File: src/rtl/sync_fifo_flagged.sv
// -----------------------------------------------------------------------------
// sync_fifo_flagged
//   Parametrised single-clock circular FIFO with occupancy count, almost-full /
//   almost-empty thresholds, optional first-word-fall-through read mode and
//   sticky overflow/underflow error flags.
//
// Ports
//   clk, rst        clock (rising edge), asynchronous active-high reset
//   enable          global enable; low freezes all state
//   wr_en, wr_data  write request and data
//   rd_en           read request (FWFT=1: pop the presented head word)
//   rd_data         read data
//   rd_valid        FWFT=0: one-cycle pulse after an accepted read
//                   FWFT=1: head word present (not empty)
//   full, empty     count == DEPTH / count == 0
//   almost_full     count >= AF_THRESH
//   almost_empty    count <= AE_THRESH
//   count           occupancy 0..DEPTH
//   overflow        sticky: write rejected while full
//   underflow       sticky: read rejected while empty
//   clr_err         synchronous clear of overflow/underflow
// -----------------------------------------------------------------------------
module sync_fifo_flagged #(
   parameter int DATA_W    = 8,
   parameter int DEPTH     = 16,
   parameter int AF_THRESH = DEPTH - 2,
   parameter int AE_THRESH = 2,
   parameter int FWFT      = 0
) (
   input  logic                     clk,
   input  logic                     rst,
   input  logic                     enable,
   input  logic                     wr_en,
   input  logic [DATA_W-1:0]        wr_data,
   input  logic                     rd_en,
   output logic [DATA_W-1:0]        rd_data,
   output logic                     rd_valid,
   output logic                     full,
   output logic                     empty,
   output logic                     almost_full,
   output logic                     almost_empty,
   output logic [$clog2(DEPTH):0]   count,
   output logic                     overflow,
   output logic                     underflow,
   input  logic                     clr_err
);

   localparam int AW = $clog2(DEPTH);
   localparam int CW = AW + 1;
   localparam logic [CW-1:0] DEPTH_C = CW'(DEPTH);
   localparam logic [CW-1:0] AF_C    = CW'(AF_THRESH);
   localparam logic [CW-1:0] AE_C    = CW'(AE_THRESH);

   logic [DATA_W-1:0] mem_q [DEPTH];
   logic [AW-1:0]     wr_ptr_q, wr_ptr_d;
   logic [AW-1:0]     rd_ptr_q, rd_ptr_d;
   logic [CW-1:0]     count_q, count_d;
   logic              overflow_q, overflow_d;
   logic              underflow_q, underflow_d;
   logic              rd_acc, wr_acc;

   // Flags decode the registered count only.
   assign full         = (count_q == DEPTH_C);
   assign empty        = (count_q == '0);
   assign almost_full  = (count_q >= AF_C);
   assign almost_empty = (count_q <= AE_C);
   assign count        = count_q;
   assign overflow     = overflow_q;
   assign underflow    = underflow_q;

   // A write into a full FIFO is accepted only alongside an accepted read.
   assign rd_acc = enable & rd_en & ~empty;
   assign wr_acc = enable & wr_en & (~full | rd_acc);

   always_comb begin
      wr_ptr_d    = wr_ptr_q;
      rd_ptr_d    = rd_ptr_q;
      count_d     = count_q;
      overflow_d  = overflow_q;
      underflow_d = underflow_q;

      if (wr_acc) wr_ptr_d = wr_ptr_q + AW'(1);
      if (rd_acc) rd_ptr_d = rd_ptr_q + AW'(1);

      case ({wr_acc, rd_acc})
         2'b10:   count_d = count_q + CW'(1);
         2'b01:   count_d = count_q - CW'(1);
         default: count_d = count_q;
      endcase

      // Error set takes priority over clear.
      if (enable) begin
         if (wr_en & ~wr_acc)  overflow_d  = 1'b1;
         else if (clr_err)     overflow_d  = 1'b0;
         if (rd_en & ~rd_acc)  underflow_d = 1'b1;
         else if (clr_err)     underflow_d = 1'b0;
      end
   end

   always_ff @(posedge clk or posedge rst) begin
      if (rst) begin
         wr_ptr_q    <= '0;
         rd_ptr_q    <= '0;
         count_q     <= '0;
         overflow_q  <= 1'b0;
         underflow_q <= 1'b0;
      end else begin
         wr_ptr_q    <= wr_ptr_d;
         rd_ptr_q    <= rd_ptr_d;
         count_q     <= count_d;
         overflow_q  <= overflow_d;
         underflow_q <= underflow_d;
      end
   end

   // Storage is not reset; entries are always written before being read.
   always_ff @(posedge clk) begin
      if (wr_acc) mem_q[wr_ptr_q] <= wr_data;
   end

   generate
      if (FWFT != 0) begin : g_fwft
         // Head word is only meaningful when non-empty; present zero otherwise
         // so the output is defined out of reset.
         assign rd_data  = empty ? '0 : mem_q[rd_ptr_q];
         assign rd_valid = ~empty;
      end else begin : g_reg
         logic [DATA_W-1:0] rd_data_q;
         logic              rd_valid_q;

         always_ff @(posedge clk or posedge rst) begin
            if (rst) begin
               rd_data_q  <= '0;
               rd_valid_q <= 1'b0;
            end else begin
               rd_valid_q <= rd_acc;
               if (rd_acc) rd_data_q <= mem_q[rd_ptr_q];
            end
         end

         assign rd_data  = rd_data_q;
         assign rd_valid = rd_valid_q;
      end
   endgenerate

endmodule

File: config.mk
export PLATFORM = sky130hd
export DESIGN_NAME = sync_fifo_flagged
export DESIGN_NICKNAME = d
export VERILOG_FILES = /design/src/rtl/sync_fifo_flagged.sv
export SDC_FILE = /design/constraint.sdc
export NUM_CORES = 1
export LEC_CHECK = 0
export CAP_MARGIN = 5
export CORE_MARGIN = 1
export CORE_UTILIZATION = 33
export CTS_CLUSTER_SIZE = 24
export DETAILED_ROUTE_END_ITERATION = 6
export GPL_TIMING_DRIVEN = 0
export SLEW_MARGIN = 20
export SYNTH_ARGS = -nofsm -noshare
export SYNTH_HDL_FRONTEND = slang
export SYNTH_SLANG_ARGS = --single-unit
File: constraint.sdc
create_clock -name clk -period 5.41 [get_ports clk]
set_input_delay 1.082 -clock clk [delete_from_list [all_inputs] [get_ports clk]]
set_output_delay 1.082 -clock clk [all_outputs]
set_load 0.05 [all_outputs]
==> impl_metrics.toml, run 1 <==
[run_status]
status = "finished, final reports clean"

[placed_design]
place_congestion = 0.774
pre_cts_ws_ps = 1500
dp_hpwl_um = 8160
io_buffers = 33

[cts]
path_clk_slew_ps = 60
h-tree-depth = 4
cts_root_buf = "clkbuf_16"
cts_sinks = 152
cts_tree = "done"
clock_latency_ps = 420
postCtsSetupBuffers = 0
cts_buffer_depth = 2
holdBufCountCts = 0
cts_resized = 0
cts_made_buffers = 17

[layout]
fin_nets = 396
diodes = 0
drive_gt1_frac = 0.215
fillers = 1656
area_delta_synth_final_pct = 20.3
fin_util = 0.407

[synth]
postSynth.asyncResetShare = 0.158
synth_ff_type = "edfxtp_1"
yosysWarnings = 0
synth-simple-area-share = 0.0378
synth_seq_cells = 152
synthesis.area_um2 = 6090
synth-seq-area-share = 0.729
synth_cell_types = 34
synth_enable_flop_cells = 128
synth_xor_area_frac = 0.0115
synthTopCellsByArea = "edfxtp_1 (63%), mux4_2 (12%), dfrtp_1 (9.9%), mux2i_1 (2.6%), ha_1 (1.6%)"
synth_top_area_cell = "edfxtp_1"
synth_top_area_frac = 0.631
syn_nets = 341
netlist_instances = 318
synthAdderAreaFrac = 0.0197
avgSynthCellArea_um2 = 19.2
yosys-mux-area-fraction = 0.154
synth_top_family_by_area = "multiplexers"
synth-compound-area-share = 0.0333

[grt]
grt_start_max_net_pins = 25
antenna_found_initial = 0
grt_pass1_wl_um = 18900
track_usage = 0.145
grt_pass1_vias = 3204
grt_overflow = 0

[timing]
tns_ps = 0
slew-limit-headroom = 0.317
fin_crit_sh = 0.647
fmax_mhz = 285
finalCriticalPeriod_ps = 3500
hold_violations = 0
layout_setup_ws_ps = 1910
fin_skew_ps = 20.1
tightestPinTransition_ps = 1020
setup_viol = 0
grt_setup_unrepaired = "false"
slew_violations = 0

[die]
ios = 34
fp.coreArea_um2 = 18000
rows = 49
die_area_um2 = 19000
die_h_um = 138
die_w_um = 138
start_util = 0.338

[pwr]
leakagePower_nw = 2.49
p_per_area_nw_per_um2 = 530
peakVddDrop_v = 0.000300

[critical_path]
max_stage_delay_ps = 820
critPathKind = "reg -> out"
crit_chain = "or4_4 > nor2_1 > clkdlybuf4s50_1"
start_kind = "flip-flop"
cp.required_ps = 4330
cp_slowest_cell = "clkdlybuf4s50_1"
critPathArrivalTime_ps = 2420
worstPathMaxFanout = 8
end_kind = "output pin"

[drt]
via_per_inst = 4.96
routed_wl_um = 12300
drc = 0
num_vias = 3052
antenna_left = 0
wire_per_inst_um = 20.0
dr.pass1.iters = 4
drtIter0Drc = 137

[worst_hold_path]
hold_class = "reg -> reg"

[job]
maxCapViolations = 0
-- critical path, delay by kind of cell (launching register included) --
kind	cells	cell delay [ps]
and+or+nand+nor	2	720
buffers and inverters	1	820
DFF	1	470
-- cell type report --
class / instances / area [um^2] / share of cell area
buffer: 15 / 70.1 / 0.00956
timing repair buffer: 36 / 353 / 0.0481
sequential: 152 / 4440 / 0.606
clock inverter: 14 / 146 / 0.0200
multi-input combinational: 146 / 1580 / 0.216
clock buffer: 18 / 429 / 0.0586
inverter: 5 / 18.8 / 0.00256
tap: 229 / 287 / 0.0391
-- synth_stat cells (5+ instances only) --
master and number:
mux2i_1 16, dfrtp_1 24, o221ai_1 8, clkbuf_1 6, mux4_2 32, nand2_1 24
nor2_1 16, ha_1 8, edfxtp_1 128, inv_1 5, buf_2 5, xnor2_1 6
-- per-layer routing --
layer	vias up	wire (um)	global-route usage
met5	-	0	0
met2	89	6290	0.248
met3	15	708	0.0380
met4	0	174	0.0519
li1	1387	-	-
met1	1561	5110	0.177
-- kinds of logic after synthesis --
family,count (synthesis)
AO/OA/AOI/OAI,24
buffers and inverters,20
multiplexers,52
flip-flops,152
XOR/XNOR,8
AND/OR/NAND/NOR,53
adder cells (fa/ha/maj),9
-- state kept, by name (all words and copies together), names as in the netlist --
signal,flops
rd_data,8
wr_ptr_q,4
underflow,1
mem_q,128
rd_valid,1
count,5
rd_ptr_q,4
overflow,1
-- metrics by stage --
step	hold WS [ps]	power, W	std cells	instance area, um^2
floorplan	501	0.00239	318	6090
global placement	482	0.00275	580	6710
detailed placement	485	0.00279	583	6750
CTS	504	0.00395	615	7330
global route	528	0.00408	615	7330
finish	498	0.00389	615	7330
-- power breakdown --
| part | total [W] | switching (W) | internal [W] |
|---|---|---|---|
| clock | 0.00115 | 0.000466 | 0.000682 |
| combinational | 0.00124 | 0.000720 | 0.000524 |
| sequential | 0.00149 | 0.0000938 | 0.00140 |
| total | 0.00389 | 0.00128 | 0.00261 |
-- final timing paths --
| path | to | slack, ps | cells after the start | from |
|---|---|---|---|---|
| setup / recovery | empty | 1910 | 3 | count[1] |
| hold / removal | underflow | 500 | 1 | underflow |
| setup reg to reg | count[4] | 2650 | 7 | count[1] |
| hold reg to reg | underflow | 500 | 1 | underflow |
| max in group asynchronous | count[0] | 3900 | 2 | rst |
| min in group asynchronous | overflow | 1060 | 2 | rst |
-- cells in the final DEF (no fill, tap or decap), types with 3 or more instances in the layout --
cell type	netlist	routed
buf_1	3	3
clkbuf_16	0	17
nor2_1	16	16
xnor2_1	6	6
o221ai_1	8	8
nand2_1	24	24
dfrtp_1	24	24
mux2i_1	16	16
clkinv_2	0	5
buf_2	5	5
nand2b_1	4	4
ha_1	8	8
a211oi_1	4	4
edfxtp_1	128	128
inv_6	0	3
clkdlybuf4s50_1	0	33
buf_4	0	3
clkbuf_1	6	7
mux2_4	3	3
mux4_2	32	32
inv_1	5	4
nor3_2	0	4
Power figures use the tool's default switching activity.
==> run 2: changes to the inputs <==
==> constraint.sdc (replaced) <==
create_clock -name clk -period 3.45 [get_ports clk]
set_input_delay 0.69 -clock clk [delete_from_list [all_inputs] [get_ports clk]]
set_output_delay 0.69 -clock clk [all_outputs]
set_load 0.05 [all_outputs]
==> run 2 against run 1 <==
Core utilization up 0.31 points. Worst hold slack improved by 2.9 ps. Routed wire length down 1.2%. Total power rose by 61%. Register-to-register slack got worse by 2000 ps. Sequential share of layout area is 0.45 points lower. Global-route usage down 0.31 points.
==> impl_metrics.toml, run 2 (synthesized netlist as in run 1, its figures left out) <==
[timing]
fin_skew_ps = 5.60
finalCriticalPeriod_ps = 3120
tightestPinTransition_ps = 982
slew_violations = 0
grt_setup_unrepaired = "false"
fmax_mhz = 321
hold_violations = 0
setup_viol = 0
slew-limit-headroom = 0.343
fin_crit_sh = 0.904

[die]
fp.coreArea_um2 = 18000
ios = 34
start_util = 0.338
rows = 49
die_w_um = 138
die_h_um = 138
die_area_um2 = 19000

[layout]
area_delta_synth_final_pct = 21.2
most-common-layout-cells = "edfxtp_1 (128), clkdlybuf4s50_1 (33), mux4_2 (32)"
drive_gt1_frac = 0.210
largest_register = "mem_q"
largest_register_ffs = 128
final_common_cell = "edfxtp_1"
diodes = 0
finalNonFillerCells = 615
fin_nets = 396
fin_area_um2 = 7380

[drt]
wire_per_inst_um = 19.7
dr.pass1.iters = 4
antenna_left = 0
num_vias = 3002
via_per_inst = 4.88
drc = 0
drtIter0Drc = 166
routed_wl_um = 12100

[grt]
track_usage = 0.142
grt_overflow = 0
grt_pass1_wl_um = 18300
grt_start_max_net_pins = 25
grt_pass1_vias = 3102
antenna_found_initial = 0

[cts]
cts_buffer_depth = 2
h-tree-depth = 4
cts_root_buf = "clkbuf_16"
cts_tree = "done"
path_clk_slew_ps = 60
cts_sinks = 152
clock_latency_ps = 420
holdBufCountCts = 0
cts_made_buffers = 17
postCtsSetupBuffers = 0
cts_resized = 0

[pwr]
p_per_area_nw_per_um2 = 847
leakagePower_nw = 2.51
peakVddDrop_v = 0.000454

[placed_design]
place_congestion = 0.754
dp_hpwl_um = 7970
io_buffers = 33
post-place-cells = 583
placed_area_um2 = 6750

[critical_path]
critPathKind = "reg -> out"
start_kind = "flip-flop"
end_kind = "output pin"
worstPathMaxFanout = 8
cp.required_ps = 2760
critPathArrivalTime_ps = 2430

[job]
maxCapViolations = 0

[worst_hold_path]
hold_class = "reg -> reg"

[run_status]
status = "finished, final reports clean"
[run 2: per-stage QoR]
step	setup TNS, ps	total power [W]	hold WS [ps]	setup slack [ps]	utilization
6_report	0	0.00625	501	332	0.410
5_1_grt	0	0.00653	529	214	0.410
2_1_floorplan	0	0.00375	501	231	-
3_3_place_gp	0	0.00432	482	42.3	0.372
3_5_place_dp	-20.1	0.00437	493	-20.1	0.375
4_1_cts	0	0.00634	507	290	0.410
[run 2: critical path: stages, from the launching register on]
cell and delay, ps:
dfrtp_1 470, or4_4 570, nor2_1 150, clkdlybuf4s50_1 820
[run 2: where the power goes]
group	internal, W	switching [W]
combinational	0.000820	0.00113
clock	0.00122	0.000733
sequential	0.00220	0.000151
[run 2: worst paths after layout]
path | startpoint | to | slack, ps | depth (start not counted)
min | overflow | overflow | 500 | 1
min in group asynchronous | rst | overflow | 680 | 2
max | count[1] | empty | 330 | 3
max in group asynchronous | rst | rd_ptr_q[2] | 2330 | 2
max reg2reg | count[1] | count[4] | 700 | 7
min reg2reg | overflow | overflow | 500 | 1
[run 2: final cells by class]
| class | count | area, um^2 |
|---|---|---|
| clock buffer | 19 | 433 |
| multi-input combinational | 146 | 1580 |
| sequential | 152 | 4440 |
| buffer | 15 | 70.1 |
| clock inverter | 13 | 196 |
| inverter | 5 | 18.8 |
| timing repair buffer | 36 | 353 |
| fill | 1597 | 10600 |
| tap | 229 | 287 |
[run 2: metal layers]
| metal | track usage | wire, um |
|---|---|---|
| met1 | 0.172 | 4970 |
| met4 | 0.0489 | 152 |
| met5 | 0 | 0 |
| met2 | 0.243 | 6220 |
| met3 | 0.0402 | 791 |
